`src/rtl/avalon_st_pkg.sv`:
```
// Shared types for the 256-bit Avalon-ST path: beat record and packetizer states.
package avalon_st_pkg;

  localparam int DATA_W  = 256;
  localparam int EMPTY_W = 5;

  typedef struct packed {
    logic [DATA_W-1:0]  data;
    logic               sop;
    logic               eop;
    logic [EMPTY_W-1:0] empty;
  } avalon_st_beat_t;

  typedef enum logic {
    IDLE = 1'b0,
    XFER = 1'b1
  } pktz_state_e;

endpackage

```
`src/rtl/avalon_st_packetizer_if.sv`:
```
// Command, input word and Avalon-ST output signals of the packetizer, grouped as one bundle.
interface avalon_st_packetizer_if #(
  parameter int DATA_W  = 256,
  parameter int EMPTY_W = 5,
  parameter int LEN_W   = 16
);

  logic               cmd_valid;
  logic               cmd_ready;
  logic [LEN_W-1:0]   cmd_len;
  logic               in_valid;
  logic               in_ready;
  logic [DATA_W-1:0]  in_data;
  logic [DATA_W-1:0]  out_data;
  logic               out_valid;
  logic               out_ready;
  logic               out_startofpacket;
  logic               out_endofpacket;
  logic [EMPTY_W-1:0] out_empty;
  logic               err_zero_len;
  logic               busy;

  modport master (
    output cmd_valid, cmd_len, in_valid, in_data, out_ready,
    input  cmd_ready, in_ready, out_data, out_valid, out_startofpacket,
           out_endofpacket, out_empty, err_zero_len, busy
  );

  modport slave (
    input  cmd_valid, cmd_len, in_valid, in_data, out_ready,
    output cmd_ready, in_ready, out_data, out_valid, out_startofpacket,
           out_endofpacket, out_empty, err_zero_len, busy
  );

endinterface

```
`src/rtl/avalon_st_skid2.sv`:
```
// Two-entry valid/ready buffer of Avalon-ST beats; the output side is driven only from registers.
module avalon_st_skid2
  import avalon_st_pkg::*;
(
  input  logic            clk,
  input  logic            reset,
  input  logic            push_valid,
  output logic            push_ready,
  input  avalon_st_beat_t push_beat,
  output logic            pop_valid,
  input  logic            pop_ready,
  output avalon_st_beat_t pop_beat
);

  avalon_st_beat_t mem [2];
  logic            wr_ptr;
  logic            rd_ptr;
  logic [1:0]      count;
  logic            push;
  logic            pop;

  assign push_ready = (count != 2'd2);
  assign pop_valid  = (count != 2'd0);
  assign pop_beat   = mem[rd_ptr];
  assign push       = push_valid && push_ready;
  assign pop        = pop_valid && pop_ready;

  always_ff @(posedge clk or posedge reset) begin
    if (reset) begin
      mem[0] <= '0;
      mem[1] <= '0;
      wr_ptr <= 1'b0;
      rd_ptr <= 1'b0;
      count  <= 2'd0;
    end else begin
      if (push) begin
        mem[wr_ptr] <= push_beat;
        wr_ptr      <= ~wr_ptr;
      end
      if (pop) begin
        rd_ptr <= ~rd_ptr;
      end
      case ({push, pop})
        2'b10:   count <= count + 2'd1;
        2'b01:   count <= count - 2'd1;
        default: count <= count;
      endcase
    end
  end

endmodule

```
`src/rtl/avalon_st_packetizer.sv`:
```
// Turns a byte-length command plus headerless data words into Avalon-ST packets.
//   state | meaning
//   IDLE  | waiting for a length command; input words are held off
//   XFER  | moving words into the skid, sop on first, eop/empty on last
module avalon_st_packetizer #(
  parameter int DATA_W  = 256,
  parameter int EMPTY_W = 5,
  parameter int LEN_W   = 16
) (
  input logic                    clk,
  input logic                    reset,
  avalon_st_packetizer_if.slave  bus
);

  import avalon_st_pkg::avalon_st_beat_t;
  import avalon_st_pkg::pktz_state_e;
  import avalon_st_pkg::IDLE;
  import avalon_st_pkg::XFER;

  localparam int BL_W = LEN_W - EMPTY_W + 1;

  pktz_state_e        state, state_nxt;
  logic [BL_W-1:0]    beats_left, beats_nxt, cmd_beats;
  logic [EMPTY_W-1:0] last_empty, last_empty_nxt;
  logic               first, first_nxt;
  logic               err_q, err_nxt;
  logic               cmd_ready_c, in_ready_c;
  logic               push_valid, push_ready, pop_valid, last_beat;
  logic [DATA_W-1:0]  in_word;
  avalon_st_beat_t    push_beat, pop_beat;

  // ceil(len / BYTES) without a wide adder: whole words plus one for any remainder
  assign cmd_beats = {1'b0, bus.cmd_len[LEN_W-1:EMPTY_W]}
                   + BL_W'(|bus.cmd_len[EMPTY_W-1:0]);
  assign last_beat = (beats_left == BL_W'(1));
  assign in_word   = bus.in_data;

  always_ff @(posedge clk or posedge reset) begin
    if (reset) begin
      state      <= IDLE;
      beats_left <= '0;
      last_empty <= '0;
      first      <= 1'b0;
      err_q      <= 1'b0;
    end else begin
      state      <= state_nxt;
      beats_left <= beats_nxt;
      last_empty <= last_empty_nxt;
      first      <= first_nxt;
      err_q      <= err_nxt;
    end
  end

  always_comb begin
    state_nxt      = state;
    beats_nxt      = beats_left;
    last_empty_nxt = last_empty;
    first_nxt      = first;
    err_nxt        = 1'b0;
    cmd_ready_c    = 1'b0;
    in_ready_c     = 1'b0;
    push_valid     = 1'b0;
    case (state)
      IDLE: begin
        cmd_ready_c = 1'b1;
        if (bus.cmd_valid) begin
          if (bus.cmd_len == '0) begin
            err_nxt = 1'b1;
          end else begin
            beats_nxt      = cmd_beats;
            last_empty_nxt = EMPTY_W'(0) - bus.cmd_len[EMPTY_W-1:0];
            first_nxt      = 1'b1;
            state_nxt      = XFER;
          end
        end
      end
      XFER: begin
        in_ready_c = push_ready;
        push_valid = bus.in_valid;
        if (bus.in_valid && push_ready) begin
          first_nxt = 1'b0;
          beats_nxt = beats_left - BL_W'(1);
          if (last_beat) begin
            state_nxt = IDLE;
          end
        end
      end
      default: state_nxt = IDLE;
    endcase
  end

  always_comb begin
    push_beat.data  = in_word;
    push_beat.sop   = first;
    push_beat.eop   = last_beat;
    push_beat.empty = last_beat ? last_empty : '0;
  end

  avalon_st_skid2 u_skid (
    .clk        (clk),
    .reset      (reset),
    .push_valid (push_valid),
    .push_ready (push_ready),
    .push_beat  (push_beat),
    .pop_valid  (pop_valid),
    .pop_ready  (bus.out_ready),
    .pop_beat   (pop_beat)
  );

  assign bus.cmd_ready         = cmd_ready_c;
  assign bus.in_ready          = in_ready_c;
  assign bus.out_valid         = pop_valid;
  assign bus.out_data          = pop_beat.data;
  assign bus.out_startofpacket = pop_beat.sop;
  assign bus.out_endofpacket   = pop_beat.eop;
  assign bus.out_empty         = pop_beat.empty;
  assign bus.err_zero_len      = err_q;
  assign bus.busy              = (state == XFER) || pop_valid;

endmodule

```
`src/flat_wrapper.sv`:
```
// flat-port wrapper written by rule: the top's interface ports become plain ports
module avalon_st_packetizer_flat import avalon_st_pkg::avalon_st_beat_t; import avalon_st_pkg::pktz_state_e; import avalon_st_pkg::IDLE; import avalon_st_pkg::XFER;
#(
  parameter int DATA_W  = 256,
  parameter int EMPTY_W = 5,
  parameter int LEN_W   = 16
)
  (clk, reset, bus_cmd_valid, bus_cmd_len, bus_in_valid, bus_in_data, bus_out_ready, bus_cmd_ready, bus_in_ready, bus_out_data, bus_out_valid, bus_out_startofpacket, bus_out_endofpacket, bus_out_empty, bus_err_zero_len, bus_busy);
  avalon_st_packetizer_if #(.DATA_W(DATA_W), .EMPTY_W(EMPTY_W), .LEN_W(LEN_W)) bus_i ();
  input logic clk;
  input logic reset;
  input wire logic [$bits(bus_i.cmd_valid)-1:0] bus_cmd_valid;
  input wire logic [$bits(bus_i.cmd_len)-1:0] bus_cmd_len;
  input wire logic [$bits(bus_i.in_valid)-1:0] bus_in_valid;
  input wire logic [$bits(bus_i.in_data)-1:0] bus_in_data;
  input wire logic [$bits(bus_i.out_ready)-1:0] bus_out_ready;
  output wire logic [$bits(bus_i.cmd_ready)-1:0] bus_cmd_ready;
  output wire logic [$bits(bus_i.in_ready)-1:0] bus_in_ready;
  output wire logic [$bits(bus_i.out_data)-1:0] bus_out_data;
  output wire logic [$bits(bus_i.out_valid)-1:0] bus_out_valid;
  output wire logic [$bits(bus_i.out_startofpacket)-1:0] bus_out_startofpacket;
  output wire logic [$bits(bus_i.out_endofpacket)-1:0] bus_out_endofpacket;
  output wire logic [$bits(bus_i.out_empty)-1:0] bus_out_empty;
  output wire logic [$bits(bus_i.err_zero_len)-1:0] bus_err_zero_len;
  output wire logic [$bits(bus_i.busy)-1:0] bus_busy;
  assign bus_i.cmd_valid = bus_cmd_valid;
  assign bus_i.cmd_len = bus_cmd_len;
  assign bus_i.in_valid = bus_in_valid;
  assign bus_i.in_data = bus_in_data;
  assign bus_i.out_ready = bus_out_ready;
  assign bus_cmd_ready = bus_i.cmd_ready;
  assign bus_in_ready = bus_i.in_ready;
  assign bus_out_data = bus_i.out_data;
  assign bus_out_valid = bus_i.out_valid;
  assign bus_out_startofpacket = bus_i.out_startofpacket;
  assign bus_out_endofpacket = bus_i.out_endofpacket;
  assign bus_out_empty = bus_i.out_empty;
  assign bus_err_zero_len = bus_i.err_zero_len;
  assign bus_busy = bus_i.busy;
  avalon_st_packetizer #(.DATA_W(DATA_W), .EMPTY_W(EMPTY_W), .LEN_W(LEN_W)) u_core (.clk(clk), .reset(reset), .bus(bus_i));
endmodule
```
`config.mk`:
```
export PLATFORM = sky130hd
export DESIGN_NAME = avalon_st_packetizer_flat
export DESIGN_NICKNAME = d
export VERILOG_FILES = /design/src/rtl/avalon_st_pkg.sv /design/src/rtl/avalon_st_packetizer_if.sv /design/src/rtl/avalon_st_skid2.sv /design/src/rtl/avalon_st_packetizer.sv /design/src/flat_wrapper.sv
export SDC_FILE = /design/constraint.sdc
export NUM_CORES = 1
export LEC_CHECK = 0
export ABC_AREA = 1
export ABC_CLOCK_PERIOD_IN_PS = 35700
export BUFFER_PORTS_ARGS = -buffer_cell sky130_fd_sc_hd__clkbuf_2
export CAP_MARGIN = 40
export CORE_ASPECT_RATIO = 0.7
export CORE_MARGIN = 5
export CORE_UTILIZATION = 49
export DETAILED_ROUTE_END_ITERATION = 7
export PLACE_DENSITY = 0.71
export SLEW_MARGIN = 20
export SYNTH_ARGS = -nofsm -noshare
export SYNTH_HDL_FRONTEND = slang
export SYNTH_HIERARCHICAL = 1
export SYNTH_SLANG_ARGS = --single-unit
export TNS_END_PERCENT = 20
```
`constraint.sdc`:
```
create_clock -name clk -period 35.7 [get_ports clk]
set_clock_uncertainty 0.15 [all_clocks]
set_input_delay 0 -clock clk [delete_from_list [all_inputs] [get_ports clk]]
set_output_delay 0 -clock clk [all_outputs]
set_load 0.05 [all_outputs]
```
==> out/results.txt, run 1 <==
Num ports: 545
Reg area: 0.01377 sq mm
Max stage delay on crit path: 0.71 ns
Gr ovfl total: 0
Arrival time worst endpoint: 4.43 ns
Total die area: 0.05898 sq mm
Synth top area cells: dfrtp_1, nand2_1, nand4_1
Final period util: 11.36%
Synth Register Bits: 550
Critical path class: reg -> reg
Initial DRT Pass Iterations: 5
Share of cells above drive strength 1: 16.97%
Drt drc: 0
Share of the synthesized area in the top cell type: 51.87%
Sequential share of power: 29.0%
Worst-path cell chain: nand2_1 -> inv_8 -> buf_4 -> buf_4 -> buf_16 -> buf_4 -> buf_16 -> nand4_1 -> nand2_1
Most frequent cells in the layout: nand2_1, dfrtp_1, clkbuf_2
Post-synthesis average cell area: 7.640 sq um
Global-route wire length before repair: 137900 um
Fillers: 4514
Syn_nets: 3757
Rel. slew slack: 39.54%
Pleak: 0.01917 uW
Die X: 288.1 um
RSZ-0062 raised after global routing: false
Fmax: 0.2465 GHz
Req. time, crit path: 36.07 ns
Worst Tran Pin Value: 0.9069 ns
Combinational power share: 54.8%
Synth Warn #: 6
WL per Instance: 17.55 um
PwrDens: 108.4 mW/mm^2
DRT iter0 DRCs: 2760
Final nets: 4407
Initial cell density of the core: 49.45%
Inst Count DP: 4497
Post-route setup TNS: 0 ns
Clock-pin slew of the registers on the worst-case setup and hold paths: 0.06 ns
Largest net degree at the start of global routing: 281
Slowest-stage cell, CP: dfrtp_1
Worst setup slack after layout: 31.64 ns
DP Wirelength: 50860 um
Post-synthesis sequential area ratio: 51.87%
Num rows: 71
Synth unique cells: 29
CP Capture Type: flop
Num CTS Buffers: 56
Synth Instances: 3473
Post-Layout Inst Area: 0.03458 sq mm
Vias: 26640
Placed Instance Area: 0.02963 sq mm
Number of global-route vias before repair: 25520
CP dominant cell by count: buf_4
Total GRT Usage: 28.28%
H-tree depth: 2
Pint: 1749 uW
Commonest non-fill, non-tap cell in the layout: nand2_1
CTS tree: built
Layout area overhead: 30.31%
Sw Share: 53.36%
Initial antenna violation count: 9
Post-route ant nets: 0
Crit path max fanout: 130
Pre-CTS setup slack: 31.83 ns
Reg-to-reg slack, setup: 31.64 ns
Final WL: 86070 um
GP Congestion: 0.8545
Startpoint Class: flop
Outcome: completed
PostCTS Resize Cnt: 0
Setup violations, final: 0
Design Power: 3750 uW
CTS sink cnt: 550
Core Footprint: 0.05366 sq mm
Post-CTS Setup Inserts: 0
Max-slew violations: 0
Hold-fix buffers at CTS: 296
Final min period: 4.057 ns
Worst-Skew Late Latency: 0.60 ns
Port bufs: 544
Mapped Area: 0.02654 sq mm
Max Cap Violations: 0
P_sw: 2001 uW
Non-Filler Instances: 4905
Cell accounting for the most synthesized area: dfrtp_1
Die H: 204.7 um
CTS max path bufs: 3
Final Hold Viols: 0
Worst vdd ir: 0.00008608 V
Min-Delay Path Class: in -> reg
Root Buffer Master: clkbuf_16
Multi-input logic area: 0.01128 sq mm
Vias/cell: 5.431
Clk pwr share: 16.2%
-- stage by stage --
step           util [%]  hold WS [ns]
2_1_floorplan         -       -0.1862
3_3_place_gp      54.28       0.04685
3_5_place_dp      55.23      -0.04556
4_1_cts           64.30       0.01847
5_1_grt           64.43       0.03847
6_report          64.44       0.05017
-- per-layer routing --
metal,track usage [%],part of all wire (%)
met5,0,0.038
met4,9.177,3.5
met3,5.873,8.7
met2,44.71,47
met1,39.40,41
-- worst max-delay path, delay by kind of cell, from the launching register on --
family	cells	cell delay (ns)
buffers and inverters	6	2.43
DFF	1	0.71
and+or+nand+nor	3	0.53
-- final cells by class --
type                    count  share of cell area, %
diodes                      9                0.06513
clock buffers              88                  5.012
clock inverters            13                 0.4993
inverters                  49                 0.6188
multi-input cells        2577                  32.61
flip-flops and latches    550                  39.82
well taps                 730                  2.641
repair buffers            889                  18.73
-- registers in the layout, indices dropped and copies added (netlist names) --
signal                   flops
u_core/u_skid/mem          526
u_core/beats_left           12
u_core/last_empty            5
u_core/u_skid/count          2
u_core/bus.err_zero_len      1
u_core/first                 1
u_core/state                 1
u_core/u_skid/rd_ptr         1
u_core/u_skid/wr_ptr         1
-- worst paths after layout --
check | from | end | cells past startpoint
max | u_core/state$_DFF_PP0_ | u_core/u_skid/mem[158]$_DFFE_PP0P_ | 9
min | bus_in_data[145] | u_core/u_skid/mem[415]$_DFFE_PP0P_ | 4
max reg2reg | u_core/state$_DFF_PP0_ | u_core/u_skid/mem[158]$_DFFE_PP0P_ | 9
min reg2reg | u_core/u_skid/mem[222]$_DFFE_PP0P_ | u_core/u_skid/mem[222]$_DFFE_PP0P_ | 2
max in group asynchronous | reset | u_core/u_skid/mem[421]$_DFFE_PP0P_ | 7
min in group asynchronous | reset | u_core/bus.err_zero_len$_DFF_PP0_ | 4
-- synth_stat cells --
| master | n |
|---|---|
| nor3_1 | 2 |
| nand3_2 | 1 |
| buf_6 | 2 |
| nand3b_1 | 1 |
| xor2_1 | 3 |
| nor2_1 | 32 |
| buf_1 | 23 |
| nand2_1 | 1932 |
| clkbuf_1 | 113 |
| inv_1 | 47 |
| nand2_4 | 2 |
| nor2_2 | 2 |
| nand4_1 | 531 |
| o21ai_2 | 4 |
| o21ai_1 | 1 |
| ha_1 | 7 |
| dfrtp_1 | 550 |
| inv_2 | 2 |
| buf_4 | 9 |
| nor2_4 | 1 |
| a21oi_1 | 4 |
| nand4_2 | 1 |
| o21ai_0 | 16 |
| clkbuf_2 | 1 |
| nand2_2 | 3 |
| xnor2_1 | 3 |
| or2_2 | 2 |
| nand3_1 | 29 |
| buf_2 | 149 |
-- cell families (layout without fill, tap and decap cells) --
group	Yosys count	after routing	share of synthesized area, %
and+or+nand+nor	2539	2539	41.29
adders and majority gates	7	7	0.3300
other	0	9	0
buffers and inverters	346	1039	5.786
DFF	550	550	51.87
AOI/OAI and AO/OA	25	25	0.5281
xor gates and xnor gates	6	6	0.1981
-- power by group through the flow --
stage / Clock, uW / Combinational (uW) / Sequential (uW)
6_report: 609 / 2050 / 1090
5_1_grt: 646 / 2210 / 1120
4_1_cts: 618 / 2040 / 1080
3_5_place_dp: 0 / 2010 / 1090
3_3_place_gp: 0 / 1960 / 1080
2_1_floorplan: 0 / 1550 / 1040
(Power assumes the default switching activity.)
==> run 2: changes to the inputs <==
ABC_AREA = 0   (was 1)
ABC_CLOCK_PERIOD_IN_PS = 3950   (was 35700)
clock period = 3.95 ns   (was 35.7 ns; I/O delays follow)
==> run 2 against run 1 <==
  * Area after synthesis shrank 5.8%
  * Routed wire length is 26% lower
  * Cell count down 36%
  * Critical path type is now in -> reg
==> out/results.txt, run 2 <==
Grt peak-use layer: met2
CP dominant cell by count: ha_1
Max Cap Violations: 0
DRT iter0 DRCs: 746
Largest register by flop count: u_core/u_skid/mem
Outcome: completed
Post-route ant nets: 0
Initial antenna violation count: 5
Post-CTS Setup Inserts: 0
Cell accounting for the most synthesized area: dfrtp_1
Reg area: 0.01377 sq mm
Arrival time worst endpoint: 3.40 ns
CTS tree: built
Final WL: 63810 um
Gr ovfl total: 0
Final Hold Viols: 0
PostCTS Resize Cnt: 0
Most frequent cells in the layout: mux2_2, dfrtp_1, clkbuf_2
Total die area: 0.05569 sq mm
Num ports: 545
Number of global-route vias before repair: 18210
Max-slew violations: 0
Worst Tran Pin Value: 0.8371 ns
Post-synthesis sequential area ratio: 55.07%
M2 GR Usage: 38.14%
Synth Instances: 1581
Total GRT Usage: 22.33%
Met1 usage: 28.38%
Non-Filler Instances: 3128
Synth Register Bits: 550
Fmax: 0.3232 GHz
Initial cell density of the core: 49.40%
Min-Delay Path Class: in -> reg
Most used DFF post-synth: dfrtp_1
CP Capture Type: flop
Final min period: 3.094 ns
Req. time, crit path: 4.26 ns
Met3 Use GR: 5.104%
Max reg flops: 526
Largest net degree at the start of global routing: 90
Root Buffer Master: clkbuf_16
Port bufs: 544
Commonest non-fill, non-tap cell in the layout: mux2_2
Most frequent cell after synthesis: mux2_2
WL per Instance: 20.40 um
Synth top area cells: dfrtp_1, mux2_2, mux2_4
Post-synth EDFFs: 0
Layout area overhead: 31.44%
Die X: 279.9 um
Share of cells above drive strength 1: 59.86%
Top Registers: u_core/u_skid/mem x526, u_core/beats_left x12, u_core/last_empty x5
Fillers: 3639
GP Congestion: 0.7982
Worst-Skew Late Latency: 0.57 ns
CTS sink cnt: 550
Critical path class: in -> reg
Die H: 199.0 um
Max stage delay on crit path: 0.57 ns
DP Wirelength: 42190 um
RSZ-0062 raised after global routing: false
Final period util: 78.34%
Synth Warn #: 6
Initial DRT Pass Iterations: 5
Global-route wire length before repair: 101100 um
H-tree depth: 2
Async SR Flop Fraction: 100.0%
CTS max path bufs: 3
Startpoint Class: input port
Inst Count DP: 2741
Final nets: 2694
Mapped Area: 0.02499 sq mm
Crit path max fanout: 6
Synth cell count leaders: mux2_2, dfrtp_1, mux2_4
Setup violations, final: 0
Reg-to-reg slack, setup: 1.49 ns
Share of the synthesized area in the top cell type: 55.07%
Multi-input logic area: 0.01038 sq mm
Rel. slew slack: 44.19%
Syn_nets: 1865
Num CTS Buffers: 53
Clock-pin slew of the registers on the worst-case setup and hold paths: 0.06 ns
Num rows: 69
Vias/cell: 5.180
Slowest-stage cell, CP: dlygate4sd3_1
Synth unique cells: 50
Worst hold slack: 0.06633 ns
Post-synthesis average cell area: 15.81 sq um
Core Footprint: 0.05059 sq mm
Worst-path cell chain: dlygate4sd3_1 -> clkbuf_2 -> inv_1 -> ha_1 -> nor3b_1 -> ha_1 -> inv_1 -> ha_1 -> ha_1 -> nand4_1 -> xor2_1 -> dlygate4sd3_1 -> o22ai_1 -> a22o_1
Drt drc: 0
Vias: 16200
[run 2: cell count changes after synthesis, moves of 107 or more]
cell / delta
mux2_2: +654
nand2_1: -1919
nand4_1: -526
clkbuf_1: -107
mux2_4: +140
buf_2: -121
[run 2: final cells by class]
| type | count | share of cell area (%) |
|---|---|---|
| inverter | 9 | 0.1143 |
| antenna | 5 | 0.03809 |
| clock inverter | 11 | 0.3428 |
| sequential | 550 | 41.91 |
| timing repair buffer | 867 | 18.68 |
| tap | 674 | 2.567 |
| multi-input combinational | 929 | 31.61 |
| clock buffer | 83 | 4.746 |
[run 2: per-stage QoR]
| step | setup TNS (ns) | util (%) | setup slack (ns) | cell area (sq um) |
|---|---|---|---|---|
| after global routing | 0 | 64.93 | 0.7079 | 32850 |
| after CTS | 0 | 64.87 | 0.9832 | 32820 |
| final | 0 | 64.93 | 0.8555 | 32850 |
| after detailed placement | 0 | 55.89 | 1.446 | 28270 |
| after global placement | 0 | 55.83 | 1.511 | 28250 |
| after floorplan | -1804.17 | - | -3.404 | 25000 |
[run 2: kinds of logic after synthesis]
group | after synthesis | share of synthesized area (%)
AO/OA/AOI/OAI | 42 | 1.061
XOR/XNOR | 15 | 0.5257
adder cells (fa/ha/maj) | 7 | 0.3504
buffers and inverters | 102 | 3.404
flip-flops | 550 | 55.07
multiplexers | 795 | 37.92
AND/OR/NAND/NOR | 70 | 1.672
[run 2: worst max-delay path: cells and delay by family]
kind,cells,cell delay (ns)
AOI/OAI and AO/OA,2,0.27
xor gates and xnor gates,1,0.15
adders and majority gates,4,0.97
buffers and inverters,5,1.35
and+or+nand+nor,2,0.66
[run 2: worst paths after layout]
check / startpoint / to / depth (start not counted)
max in group asynchronous: reset / u_core/u_skid/mem[227]$_DFFE_PP0P_ / 7
max reg2reg: u_core/u_skid/count[0]$_DFFE_PP0P_ / u_core/u_skid/mem[150]$_DFFE_PP0P_ / 4
max: bus_cmd_len[0] / u_core/beats_left[8]$_DFFE_PP0P_ / 14
min reg2reg: u_core/last_empty[1]$_DFFE_PP0P_ / u_core/last_empty[1]$_DFFE_PP0P_ / 1
min: bus_in_data[247] / u_core/u_skid/mem[254]$_DFFE_PP0P_ / 3
min in group asynchronous: reset / u_core/u_skid/mem[277]$_DFFE_PP0P_ / 4
[run 2: what timing repair did]
item	4_1_cts	5_1_grt
setup endpoints to repair	0	0
endpoints found under the hold margin	625	0
hold buffers	287	0
[run 2: metal layers]
metal | vias up | part of all wire (%)
met4 | 0 | 3.5
met2 | 443 | 50
met5 | - | 0
li1 | 7360 | -
met1 | 8272 | 41
met3 | 129 | 5.5
Power of run 2 is not shown: default switching activity piles up to over one toggle a cycle in this logic, so the estimate is an artifact.
==> run 3: changes to the inputs <==
ABC_CLOCK_PERIOD_IN_PS = 3100   (was 3950)
clock period = 3.1 ns   (was 3.95 ns; I/O delays follow)
==> run 3 against run 2 <==
  * Register-to-register slack worse by 0.71 ns
  * Die area stayed put
  * Critical path type unchanged
  * First-iteration DRC count is 13% higher
==> out/results.txt, run 3 (synthesis gave the netlist of run 2 again) <==
Max reg flops: 526
Top Registers: u_core/u_skid/mem x526, u_core/beats_left x12, u_core/last_empty x5
Inst Count DP: 2737
Worst reg2reg path depth: 6
Final min period: 2.848 ns
Setup violations, final: 0
Post-CTS Setup Inserts: 0
Largest register by flop count: u_core/u_skid/mem
Final period util: 91.86%
Min-Delay Path Class: in -> reg
Number of global-route vias before repair: 18080
Post-route ant nets: 0
Req. time, crit path: 3.42 ns
Worst Tran Pin Value: 0.7243 ns
Num ports: 545
H-tree depth: 2
Fillers: 3659
RSZ-0062 raised after global routing: false
Final WL: 63720 um
Worst hold slack: 0.05516 ns
CP Capture Type: flop
Num rows: 69
Max-slew violations: 0
CTS max path bufs: 3
Drt drc: 0
Startpoint Class: input port
Arrival time worst endpoint: 3.17 ns
Initial antenna violation count: 3
Total die area: 0.05569 sq mm
Root Buffer Master: clkbuf_16
Max Cap Violations: 0
DP Wirelength: 41320 um
Num CTS Buffers: 54
Fmax: 0.3512 GHz
Gr ovfl total: 0
Rel. slew slack: 51.71%
Worst-Skew Late Latency: 0.58 ns
Core Footprint: 0.05059 sq mm
Total GRT Usage: 22.21%
Final Hold Viols: 0
CTS tree: built
Layout area overhead: 31.34%
Largest net degree at the start of global routing: 124
Initial cell density of the core: 49.40%
Initial DRT Pass Iterations: 6
WL per Instance: 20.40 um
Final nets: 2687
Vias/cell: 5.211
Critical path class: in -> reg
Non-Filler Instances: 3123
Clock-pin slew of the registers on the worst-case setup and hold paths: 0.06 ns
Crit path max fanout: 6
Die X: 279.9 um
Vias: 16270
Share of cells above drive strength 1: 60.12%
DRT iter0 DRCs: 843
Most frequent cells in the layout: mux2_2, dfrtp_1, clkbuf_2
Die H: 199.0 um
GP Congestion: 0.8394
Core Util, Final: 64.88%
Post-route setup TNS: 0 ns
Commonest non-fill, non-tap cell in the layout: mux2_2
Hold Path Depth: 3
Port bufs: 544
CTS sink cnt: 550
Global-route wire length before repair: 100500 um
Outcome: completed
[run 3: per-layer routing]
metal | GRT usage, % | vias to the layer above | wire (um)
met5 | 0 | - | 0
met4 | 6.685 | 0 | 1973
met3 | 5.726 | 128 | 3950
met2 | 38.49 | 454 | 32040
met1 | 27.73 | 8349 | 25760
li1 | - | 7342 | -
[run 3: worst max-delay path, stage by stage]
cell and delay [ns]:
dlygate4sd3_1 0.55, clkbuf_2 0.14, inv_1 0.06, ha_1 0.17
nor3b_2 0.32, ha_1 0.23, inv_1 0.06, ha_1 0.25
ha_1 0.28, nand4_1 0.14, xor2_1 0.15, dlygate4sd3_1 0.56
o22ai_1 0.08, a22o_1 0.19
[run 3: worst paths after layout]
check                                                         from                                  to  slack [ns]
worst max register to register              u_core/state$_DFF_PP0_    u_core/beats_left[8]$_DFFE_PP0P_        0.78
worst min register to register  u_core/u_skid/mem[419]$_DFFE_PP0P_  u_core/u_skid/mem[419]$_DFFE_PP0P_        0.35
min in group asynchronous                                    reset    u_core/beats_left[0]$_DFFE_PP0P_        0.44
worst min-delay path                              bus_in_data[151]  u_core/u_skid/mem[158]$_DFFE_PP0P_        0.06
worst max-delay path                                bus_cmd_len[0]    u_core/beats_left[8]$_DFFE_PP0P_        0.25
max in group asynchronous                                    reset  u_core/u_skid/mem[360]$_DFFE_PP0P_        1.20
[run 3: final cells by class]
cell class | instances | area, sq um | share of cell area, %
Tap cell | 674 | 843.3 | 2.569
Sequential cell | 550 | 13770 | 41.94
Clock inverter | 16 | 143.9 | 0.4383
Inverter | 9 | 37.54 | 0.1144
Multi-Input combinational cell | 929 | 10390 | 31.64
Clock buffer | 82 | 1630 | 4.967
Timing Repair Buffer | 859 | 6006 | 18.30
Antenna cell | 4 | 10.01 | 0.03049
[run 3: through the flow]
step / cell area (sq um) / setup slack (ns)
after detailed placement: 28190 / 0.6109
after CTS: 32810 / 0.1294
after global placement: 28180 / 0.7163
after floorplan: 25000 / -4.254
final: 32830 / 0.2523
after global routing: 32820 / 0.09576
[run 3: what timing repair did]
action                                 4_1_cts  5_1_grt
setup endpoints to repair                    0        2
gates resized for setup                      0        1
hold buffers                               284        0
endpoints found under the hold margin     1029        0
Power of run 3 is left out for the same reason.
